### src/rtl/array_30_ctrl.sv
// array_30_ctrl: valid/ready front-end for a byte-masked single-port array, owning its RW0 pins.
// Define ARRAY_30_CTRL_INIT_EN to zero-fill the array after reset before accepting requests.
module array_30_ctrl #(
  parameter int  DEPTH     = 256,
  parameter int  WIDTH     = 48,
  parameter int  MASK_GRAN = 8,
  localparam int MASK_SEG  = WIDTH / MASK_GRAN,
  localparam int ADDR_W    = $clog2(DEPTH)
) (
  input  logic                clock,
  input  logic                reset_n,
  input  logic                req_valid,
  output logic                req_ready,
  input  logic                req_write,
  input  logic [ADDR_W-1:0]   req_addr,
  input  logic [MASK_SEG-1:0] req_mask,
  input  logic [WIDTH-1:0]    req_wdata,
  output logic                resp_valid,
  input  logic                resp_ready,
  output logic [WIDTH-1:0]    resp_data,
  output logic                init_done,
  output logic [ADDR_W-1:0]   arr_addr,
  output logic                arr_en,
  output logic                arr_wmode,
  output logic [MASK_SEG-1:0] arr_wmask,
  output logic [WIDTH-1:0]    arr_wdata,
  input  logic [WIDTH-1:0]    arr_rdata
);

  logic [1:0]       count_q, count_d;
  logic             inflight_q, inflight_d;
  logic             head_q, head_d;
  logic [WIDTH-1:0] q_q [2];
  logic [WIDTH-1:0] q_d [2];
  logic             idle;
  logic             req_fire;
  logic             resp_fire;
  logic [2:0]       occ;

`ifdef ARRAY_30_CTRL_INIT_EN
  // state   | meaning
  // ST_INIT | zero-filling the array, one entry per cycle, requests blocked
  // ST_IDLE | normal request service; left only by reset
  typedef enum logic {ST_INIT, ST_IDLE} state_t;
  state_t            state_q, state_d;
  logic [ADDR_W-1:0] idx_q, idx_d;

  always_comb begin
    state_d = state_q;
    idx_d   = idx_q;
    if (state_q == ST_INIT) begin
      idx_d = idx_q + ADDR_W'(1);
      if (idx_q == ADDR_W'(DEPTH - 1)) state_d = ST_IDLE;
    end
  end

  always_ff @(posedge clock or negedge reset_n) begin
    if (!reset_n) begin
      state_q <= ST_INIT;
      idx_q   <= '0;
    end else begin
      state_q <= state_d;
      idx_q   <= idx_d;
    end
  end

  assign idle = (state_q == ST_IDLE);
`else
  assign idle = 1'b1;
`endif

  assign init_done = idle;

  // Ready must not depend on req_write, so writes share the read occupancy rule.
  always_comb begin
    resp_valid = (count_q != 2'd0);
    resp_data  = q_q[head_q];
    resp_fire  = resp_valid & resp_ready;
    occ        = 3'(count_q) + 3'(inflight_q);
    req_ready  = idle & ((occ < 3'd2) | resp_fire);
    req_fire   = req_valid & req_ready;
  end

  always_comb begin
    arr_en    = 1'b0;
    arr_wmode = 1'b0;
    arr_addr  = '0;
    arr_wmask = '0;
    arr_wdata = '0;
    if (req_fire) begin
      arr_en    = 1'b1;
      arr_wmode = req_write;
      arr_addr  = req_addr;
      arr_wmask = req_mask;
      arr_wdata = req_wdata;
    end
`ifdef ARRAY_30_CTRL_INIT_EN
    if (state_q == ST_INIT) begin
      arr_en    = 1'b1;
      arr_wmode = 1'b1;
      arr_addr  = idx_q;
      arr_wmask = '1;
      arr_wdata = '0;
    end
`endif
  end

  // Read data lands one cycle after the fire; it is written behind the current tail.
  always_comb begin
    q_d[0]     = q_q[0];
    q_d[1]     = q_q[1];
    head_d     = head_q;
    count_d    = count_q;
    inflight_d = req_fire & ~req_write;
    if (inflight_q) q_d[head_q ^ count_q[0]] = arr_rdata;
    if (resp_fire) head_d = ~head_q;
    case ({inflight_q, resp_fire})
      2'b10:   count_d = count_q + 2'd1;
      2'b01:   count_d = count_q - 2'd1;
      default: count_d = count_q;
    endcase
  end

  always_ff @(posedge clock or negedge reset_n) begin
    if (!reset_n) begin
      q_q[0]     <= '0;
      q_q[1]     <= '0;
      head_q     <= 1'b0;
      count_q    <= 2'd0;
      inflight_q <= 1'b0;
    end else begin
      q_q[0]     <= q_d[0];
      q_q[1]     <= q_d[1];
      head_q     <= head_d;
      count_q    <= count_d;
      inflight_q <= inflight_d;
    end
  end

endmodule

### config.mk
export PLATFORM = sky130hd
export DESIGN_NAME = array_30_ctrl
export DESIGN_NICKNAME = d
export VERILOG_FILES = /design/src/rtl/array_30_ctrl.sv
export SDC_FILE = /design/constraint.sdc
export NUM_CORES = 1
export LEC_CHECK = 0
export BUFFER_PORTS_ARGS = -buffer_cell sky130_fd_sc_hd__buf_2
export CAP_MARGIN = 10
export CORE_MARGIN = 1
export CORE_UTILIZATION = 42
export DETAILED_ROUTE_END_ITERATION = 10
export GPL_ROUTABILITY_DRIVEN = 0
export PLACE_DENSITY = 0.87
export SLEW_MARGIN = 20
export SYNTH_ARGS = -nofsm -noshare
export SYNTH_HDL_FRONTEND = slang
export SYNTH_SLANG_ARGS = --single-unit
### constraint.sdc
create_clock -name clock -period 1.65 [get_ports clock]
set_clock_uncertainty 0.15 [all_clocks]
set_input_delay 0.0825 -clock clock [delete_from_list [all_inputs] [get_ports clock]]
set_output_delay 0.0825 -clock clock [all_outputs]
set_load 0.05 [all_outputs]
==> results of run 1 <==
==> Yosys cell counts (all sizes together) <==
cell	count	area, µm²
nand2	1	3.750
and2	1	6.260
mux2	144	1697
dfrtp	100	2502
or2	2	12.51
buf	18	123.9
xor2	2	17.52
a21oi	1	5.000
nand2b	1	13.76
and3	63	394.1
ha	1	12.51
clkbuf	13	48.80
nor2	2	7.510
inv	2	7.510
o21ai	1	5.000
xnor2	3	26.28
conb	1	3.750
==> metrics by stage <==
stage	instances	setup slack (ps)	cell area (µm²)
2_1_floorplan	356	-24.54	5065
3_3_place_gp	712	-32.32	6509
3_5_place_dp	712	-81.59	6509
4_1_cts	797	-211.2	8486
5_1_grt	804	-277.0	8843
6_report	804	-233.1	8843
==> state kept, by name (all words and copies together) (netlist names) <==
signal      cells
head_q          1
q_q            96
inflight_q      1
count_q         2
==> routing by layer <==
layer	part of all wire (%)	global-route usage, %
met4	3.7	13.33
met3	4.8	5.335
met1	35	27.83
met2	56	52.32
met5	0	0
==> logic make-up (layout without fill, tap and decap cells) <==
| family | after synthesis | in the layout | share of synthesized area (%) |
|---|---|---|---|
| AND/OR/NAND/NOR | 70 | 70 | 8.961 |
| XOR/XNOR | 5 | 5 | 0.8962 |
| AO/OA/AOI/OAI | 2 | 2 | 0.2046 |
| multiplexers | 144 | 144 | 34.72 |
| flip-flops | 100 | 100 | 51.20 |
| adder cells (fa/ha/maj) | 1 | 1 | 0.2560 |
| buffers and inverters | 33 | 333 | 3.687 |
| other | 1 | 6 | 0.07673 |
==> critical path, delay by kind of cell (launching register included) <==
kind            cells  cell delay (ps)
flops               1              410
simple gates        2              400
buf+inv             2              350
compound gates      1              140
==> power by group through the flow <==
stage          combinational [mW]  sequential, mW  clock (mW)
2_1_floorplan                7.74            4.15           0
6_report                     13.6            4.55        2.25
3_3_place_gp                 9.41            4.25           0
4_1_cts                      12.2            4.39        2.27
3_5_place_dp                 9.61            4.40           0
5_1_grt                      14.1            4.65        2.39
==> final cells by class <==
| cell class | instances | area share [%] |
|---|---|---|
| Antenna cell | 5 | 0.1415 |
| Tap cell | 143 | 2.023 |
| Inverter | 2 | 0.08489 |
| Sequential cell | 100 | 28.32 |
| Multi-Input combinational cell | 223 | 30.02 |
| Clock buffer | 13 | 3.169 |
| Timing Repair Buffer | 315 | 35.75 |
| Clock inverter | 3 | 0.4810 |
==> cells in the final DEF (no fill, tap or decap), types with 2 or more instances in the layout <==
master,count
dfrtp_1,98
or2_4,2
and3_2,38
inv_1,2
mux2_4,82
buf_16,6
buf_4,19
mux2_2,62
buf_12,18
and3_1,2
buf_6,55
dlygate4sd3_1,51
xor2_1,2
diode_2,5
and3_4,23
buf_8,49
clkbuf_16,11
buf_2,114
clkbuf_8,4
dfrtp_2,2
==> final timing paths <==
| kind | from | end |
|---|---|---|
| max | count_q[0]$_DFFE_PN0P_ | arr_wdata[31] |
| min | resp_ready | head_q$_DFFE_PN0P_ |
| max reg2reg | count_q[0]$_DFFE_PN0P_ | q_q[41]$_DFFE_PN0P_ |
| min reg2reg | q_q[60]$_DFFE_PN0P_ | q_q[60]$_DFFE_PN0P_ |
| max in group asynchronous | reset_n | head_q$_DFFE_PN0P_ |
| min in group asynchronous | reset_n | q_q[86]$_DFFE_PN0P_ |
==> what timing repair did <==
item	in CTS	in global routing
buffers inserted	12	0
endpoints found under the hold margin	197	0
pin swaps	4	3
setup endpoints to repair	162	210
hold buffers	51	0
cloned	6	2
gates resized for setup	271	77
==> impl_metrics.py, run 1 <==
metrics = {
    "outcome": {
        "status": "finished, violations left",
        "violations": "negative setup slack",
    },
    "final_layout": {
        "final-seq-area_mm2": 0.002505,
        "fin_util_pct": 77.78,
        "nFillCells": 659,
        "drive_gt1_share_pct": 75.76,
        "finalNetCount": 767,
        "area.growth.synth_to_final_pct": 80.95,
        "multi_input_area_mm2": 0.002655,
    },
    "clock_tree": {
        "cts_max_level": 3,
        "root_buffer": "clkbuf_16",
        "cts_tree": "built",
        "cts_made_buffers": 9,
        "max-clock-path-buffers": 2,
        "cts_num_sinks": 100,
        "clkSlewWorstSetupHoldPaths_ps": 70,
        "clk_latency_ps": 340,
    },
    "synthesis": {
        "ys_warn_count": 0,
        "synth.distinct_cells": 21,
        "synth.ff_latch_count": 100,
        "synthCells": 356,
        "syn-cell-area_mm2": 0.004887,
        "yosysSeqAreaShare_pct": 51.20,
        "synthesis.nets": 472,
        "syn_avg_cell_area_um2": 13.73,
    },
    "critical_path": {
        "rrSetupSlack_ps": -210,
        "max_stage_delay_ps": 410,
        "crit_required_ps": 1420,
        "crit_arrival_ps": 1650,
        "critPathMaxFanout": 21,
        "start_kind": "flop",
        "cp_slowest_cell": "dfrtp_2",
        "r2r_cells": 6,
        "critPathKind": "flop to output port",
        "critPathCaptureType": "output port",
        "path_cells": "a21oi_2 -> or2_4 -> clkbuf_16 -> and3_2 -> buf_6",
    },
    "timing": {
        "final.setup.tns_ps": -29920,
        "holdWs_ps": 56.46,
        "rsz0062_at_grt": "true",
        "hold_viol": 0,
        "slew_viol_final": 0,
        "fin_ws_ps": -233.1,
        "fmax_ghz": 0.5310,
        "setup_violations": 208,
        "finalCritPeriodShare_pct": 114.1,
        "max_slew_margin_pct": 64.82,
        "worst_pin_slew_ps": 527.6,
        "period_minus_slack_ps": 1883,
    },
    "power_and_ir_drop": {
        "p_int_mw": 11.71,
        "clkPwrFrac_pct": 11.0,
        "pwr-share-comb_pct": 66.7,
        "switchingPower_mw": 8.721,
        "power_density_mw_per_mm2": 2310,
        "p_leak_nw": 4.420,
        "ir_worst_vdd_uv": 1841,
        "seq_power_share_pct": 22.3,
        "power_mw": 20.43,
        "swShare_pct": 42.68,
    },
    "drt": {
        "ant_nets": 0,
        "drc_errors": 0,
        "wl_mm": 17.74,
        "viasPerCell": 5.234,
        "via_count": 4208,
        "drt_iter0_drc": 151,
        "drt-wirelength-per-cell_um": 22.07,
        "dr.pass1.iters": 4,
    },
    "grt": {
        "grt_pass1_wl_mm": 24.16,
        "grtUsageTotal_pct": 27.25,
        "first_global_vias": 4622,
        "antenna_found_initial": 5,
        "overflow": 0,
        "grt_max_degree": 101,
    },
    "floorplan": {
        "pin_count": 230,
        "dieArea_mm2": 0.01207,
        "start_util_pct": 42.98,
        "core-area_mm2": 0.01137,
        "die_x_um": 109.9,
        "num_rows": 39,
        "die_h_um": 109.9,
    },
    "placement": {
        "hpwl_mm": 9.605,
        "portBuffers": 228,
    },
    "worst_hold_path": {
        "min_path_cells": 4,
        "min_path_type": "input port to flop",
    },
    "job": {
        "maxCapViolations": 0,
    },
}
No activity file was read; power rests on OpenSTA's default activity.
==> run 2, diff against run 1 <==
GPL_TIMING_DRIVEN = 0   (was default)
==> run 2 against run 1 <==
  * The run still ends with negative setup slack left
  * Combinational power is 8% higher
  * Clock power shrank 2%
  * Critical path depth is the same
  * Count of clock-buffer cells in the layout shrank 2
  * Utilization up 4.9 points
  * Total power is 5.5% higher
  * Sequential power up 1%
  * Worst setup slack got worse by 25 ps
  * Die area unchanged
  * Wire length up 6.8%
  * First-iteration DRC count grew 56%
  * Critical path type unchanged
  * Largest power group unchanged
==> impl_metrics.py, run 2 (synthesized netlist as in run 1, its figures left out) <==
metrics = {
    "critical_path": {
        "crit_required_ps": 1420,
        "critPathKind": "flop to output port",
        "rrSetupSlack_ps": -210,
        "critPathCaptureType": "output port",
        "crit_arrival_ps": 1680,
        "critPathMaxFanout": 5,
        "start_kind": "flop",
    },
    "drt": {
        "via_count": 4374,
        "drc_errors": 0,
        "wl_mm": 18.95,
        "viasPerCell": 5.245,
        "dr.pass1.iters": 4,
        "ant_nets": 0,
        "drt-wirelength-per-cell_um": 22.72,
        "drt_iter0_drc": 236,
    },
    "placement": {
        "hpwl_mm": 10.15,
        "portBuffers": 227,
        "place_inst": 727,
        "dpl-instance-area_mm2": 0.006414,
        "place_ws_ps": -385.6,
    },
    "clock_tree": {
        "root_buffer": "clkbuf_16",
        "cts_tree": "built",
        "clkSlewWorstSetupHoldPaths_ps": 70,
        "cts_max_level": 3,
        "max-clock-path-buffers": 2,
        "cts_made_buffers": 9,
        "clk_latency_ps": 340,
        "cts_num_sinks": 100,
    },
    "grt": {
        "first_global_vias": 4790,
        "antenna_found_initial": 3,
        "grtUsageTotal_pct": 29.01,
        "overflow": 0,
        "grt_max_degree": 65,
        "grt_pass1_wl_mm": 25.59,
    },
    "timing": {
        "slew_viol_final": 0,
        "setup_violations": 209,
        "finalCritPeriodShare_pct": 115.6,
        "fin_ws_ps": -258.2,
        "hold_viol": 0,
        "final.setup.tns_ps": -35160,
        "period_minus_slack_ps": 1908,
        "fmax_ghz": 0.5241,
        "rsz0062_at_grt": "true",
    },
    "floorplan": {
        "die_h_um": 109.9,
        "core-area_mm2": 0.01137,
        "num_rows": 39,
        "dieArea_mm2": 0.01207,
        "die_x_um": 109.9,
        "pin_count": 230,
        "start_util_pct": 42.98,
    },
    "final_layout": {
        "regMostFlops": "q_q",
        "area.growth.synth_to_final_pct": 92.40,
        "drive_gt1_share_pct": 76.16,
        "largestRegisters": "q_q x96, count_q x2",
        "largest_reg_flops": 96,
        "layout_common_cells": "114 x buf_2, 103 x mux2_4, 97 x dfrtp_1",
        "finalNonFillerCells": 834,
        "fin_util_pct": 82.70,
        "finalNetCount": 799,
        "nFillCells": 551,
        "fin_area_mm2": 0.009403,
        "final_common_cell": "buf_2",
    },
    "power_and_ir_drop": {
        "ir_worst_vdd_uv": 1927,
        "p_leak_nw": 4.743,
        "power_density_mw_per_mm2": 2292,
    },
    "outcome": {
        "status": "finished, violations left",
        "violations": "negative setup slack",
    },
    "job": {
        "maxCapViolations": 0,
    },
    "worst_hold_path": {
        "min_path_type": "input port to async pin",
    },
}
## run 2: where the power goes
part | internal (mW) | switching, mW
Combinational | 7.47 | 7.26
Clock | 1.26 | 0.945
Sequential | 3.73 | 0.880
## run 2: final timing paths
check                                        from             endpoint  cells past startpoint
max in group asynchronous                 reset_n   head_q$_DFFE_PN0P_                      3
setup / recovery               head_q$_DFFE_PN0P_        resp_data[21]                      5
setup reg to reg           count_q[0]$_DFFE_PN0P_  q_q[88]$_DFFE_PN0P_                      8
hold / removal                            reset_n  q_q[85]$_DFFE_PN0P_                      2
hold reg to reg               q_q[49]$_DFFE_PN0P_  q_q[49]$_DFFE_PN0P_                      1
min in group clock                     resp_ready   head_q$_DFFE_PN0P_                      4
## run 2: metal layers
metal	track usage, %	vias to the layer above	routed length [µm]
met5	0	-	0
met4	13.05	0	702
met3	6.283	46	921
met2	55.45	184	10560
met1	29.92	2216	6756
li1	-	1928	-
## run 2: cell type report
class / instances / area, µm² / area share, %
Inverter: 2 / 7.507 / 0.07984
Sequential cell: 100 / 2506 / 26.65
Timing Repair Buffer: 318 / 3241 / 34.46
Clock buffer: 11 / 252.7 / 2.688
Buffer: 28 / 355.3 / 3.779
Clock inverter: 5 / 58.81 / 0.6254
Antenna cell: 3 / 7.507 / 0.07984
Tap cell: 143 / 178.9 / 1.903
Multi-Input combinational cell: 224 / 2795 / 29.73
## run 2: timing repair
action,CTS,global route
gates resized for setup,379,111
endpoints found under the hold margin,197,0
hold buffers,51,0
setup buffers,20,10
setup endpoints to repair,199,211
cloned,10,4
pin swaps,25,3
## run 2: through the flow
step           power [mW]  hold WS, ps
6_report            21.55        51.09
5_1_grt             22.26        73.74
4_1_cts             20.00        47.72
3_5_place_dp        13.87       -146.0
3_3_place_gp        13.53        110.7
2_1_floorplan       11.90       -363.1
## run 2: critical path, cell delays in order, from the launching register on
cell     delay [ps]
dfrtp_2         450
buf_4           160
buf_6           130
buf_8           140
mux2_4          310
buf_8           150
==> run 3, diff against run 2 <==
CORE_UTILIZATION = 41   (was 42)
PLACE_DENSITY = 0.86   (was 0.87)
==> run 3 against run 2 <==
  * The run ends with design-rule violations, negative setup slack left
  * Flip-flop and latch count unchanged
  * Highest routed layer unchanged
  * Worst setup slack got worse by 34 ps
  * Combinational power increased by 7%
  * Via count decreased by 1.9%
  * Design area increased by 3.5%
  * Non-clock buffer count increased by 2
  * Register-to-register slack got worse by 40 ps
  * Fmax decreased by 1.8%
  * Critical path depth unchanged
  * Wire length decreased by 0.33%
  * Cell count increased by 0.12%
  * First-iteration DRC count decreased by 40%
==> impl_metrics.py, run 3 (synthesized netlist as in run 1, its figures left out) <==
metrics = {
    "critical_path": {
        "max_stage_delay_ps": 430,
        "critPathMaxFanout": 10,
        "rrSetupSlack_ps": -250,
        "crit_required_ps": 1420,
        "critPathKind": "flop to output port",
        "critPathCaptureType": "output port",
        "r2r_cells": 8,
        "cp-startpoint": "count_q[0]$_DFFE_PN0P_",
        "start_kind": "flop",
        "rr_endpoint": "q_q[82]$_DFFE_PN0P_",
        "crit_arrival_ps": 1710,
        "r2r-start": "head_q$_DFFE_PN0P_",
        "cp_slowest_cell": "dfrtp_2",
        "path_cells": "a21oi_4 -> or2_4 -> buf_8 -> and3_2 -> buf_6",
        "cp_top_family": "flip-flops",
        "crit_buf_inv": 2,
    },
    "drt": {
        "dr.pass1.iters": 8,
        "drc_errors": 12,
        "viasPerCell": 5.140,
        "via_count": 4292,
        "drt-wirelength-per-cell_um": 22.61,
        "ant_nets": 0,
        "drt_iter0_drc": 141,
        "wl_mm": 18.88,
    },
    "final_layout": {
        "fin_util_pct": 84.52,
        "finalNonFillerCells": 835,
        "largest_reg_flops": 96,
        "largestRegisters": "q_q x96, count_q x2",
        "drive_gt1_share_pct": 76.09,
        "finalNetCount": 801,
        "layout_common_cells": "139 x mux2_4, 114 x buf_2, 110 x buf_8",
        "regMostFlops": "q_q",
        "final_common_cell": "mux2_4",
        "area.growth.synth_to_final_pct": 99.16,
    },
    "floorplan": {
        "die_x_um": 111.2,
        "pin_count": 230,
        "dieArea_mm2": 0.01236,
        "num_rows": 39,
        "start_util_pct": 42.44,
        "die_h_um": 111.2,
        "core-area_mm2": 0.01152,
    },
    "grt": {
        "overflow": 0,
        "grtUsageTotal_pct": 29.16,
        "grt_max_degree": 65,
        "antenna_found_initial": 2,
        "first_global_vias": 5010,
        "grt_pass1_wl_mm": 27.55,
    },
    "power_and_ir_drop": {
        "p_leak_nw": 4.962,
        "seq_power_share_pct": 20.5,
        "clkPwrFrac_pct": 10.0,
        "swShare_pct": 41.05,
        "ir_worst_vdd_uv": 1205,
        "power_density_mw_per_mm2": 2323,
        "pwr-share-comb_pct": 69.5,
        "switchingPower_mw": 9.282,
        "p_int_mw": 13.33,
    },
    "placement": {
        "hpwl_mm": 9.856,
        "place_inst": 727,
        "portBuffers": 227,
    },
    "clock_tree": {
        "cts_num_sinks": 100,
        "clkSlewWorstSetupHoldPaths_ps": 70,
        "cts_tree": "built",
        "cts_made_buffers": 9,
        "clk_latency_ps": 340,
        "root_buffer": "clkbuf_16",
        "max-clock-path-buffers": 2,
        "cts_max_level": 3,
    },
    "timing": {
        "period_minus_slack_ps": 1942,
        "fmax_ghz": 0.5149,
        "slew_viol_final": 0,
        "rsz0062_at_grt": "true",
        "final.setup.tns_ps": -37870,
        "hold_viol": 0,
        "setup_violations": 209,
        "fin_ws_ps": -292.2,
        "finalCritPeriodShare_pct": 117.7,
    },
    "worst_hold_path": {
        "min_path_type": "input port to async pin",
    },
    "outcome": {
        "status": "finished, violations left",
        "violations": "design-rule violations, negative setup slack",
    },
    "job": {
        "maxCapViolations": 0,
    },
}
==> run 3: cell types whose count changed in the layout (fill, tap and decap cells not counted), sizes merged <==
cell,change
bufinv,+1
clkbuf,+1
clkinv,+1
diode,-1
inv,-1
==> run 3: timing repair <==
action | CTS | global route
gates resized for setup | 457 | 121
setup buffers | 24 | 8
endpoints found under the setup margin | 204 | 209
pin swaps | 26 | 5
hold buffers | 51 | 0
endpoints found under the hold margin | 197 | 0
gates cloned | 9 | 6
==> run 3: layout make-up <==
cell class              instances  area [µm²]
flip-flops and latches        100        2506
fillers                       527        1783
clock inverters                 6       88.84
inverters                       2       7.507
multi-input cells             224        2964
clock buffers                  10       229.0
diodes                          2       5.005
plain buffers                  26       340.3
repair buffers                322        3413
well taps                     143       178.9
==> run 3: per-layer routing <==
layer  wire [µm]  up-vias  track usage, %
met5           0        -               0
met1        6675     2151           30.57
met2       10720      171           54.75
met4         614        0           15.50
met3         867       42           5.522
li1            -     1928               -
==> run 3: worst reg2reg max path: stages (launching register included) <==
cell     delay (ps)
dfrtp_2         470
buf_6           150
xnor2_4         160
buf_6           120
nand2_4          50
buf_12          150
buf_12          130
buf_16          130
mux2_4          290
==> run 3: through the flow <==
stage	cell area, µm²	hold slack [ps]	total power, mW	setup WS [ps]
6_report	9733	60.47	22.61	-292.2
5_1_grt	9733	81.41	23.34	-329.5
4_1_cts	9206	48.74	20.71	-260.9
3_5_place_dp	6414	-143.6	13.88	-432.3
3_3_place_gp	6380	107.0	13.55	-515.8
2_1_floorplan	5065	-363.1	11.90	-24.54
==> run 3: power by group through the flow <==
stage / Sequential (mW) / Clock, mW / Combinational (mW)
floorplan: 4.15 / 0 / 7.74
global placement: 4.24 / 0 / 9.30
detailed placement: 4.40 / 0 / 9.48
CTS: 4.45 / 2.28 / 14.0
global route: 4.74 / 2.41 / 16.2
finish: 4.63 / 2.27 / 15.7
==> run 3: how the worst max path moves through the flow <==
stage	endpoint	slack, ps	depth (start not counted)
floorplan	count_q[1]$_DFFE_PN0P_	-20	6
global placement	inflight_q$_DFF_PN0_	-520	1
detailed placement	arr_wdata[10]	-430	6
CTS	arr_wdata[10]	-260	5
global route	arr_wdata[7]	-330	5
finish	arr_wdata[7]	-290	5
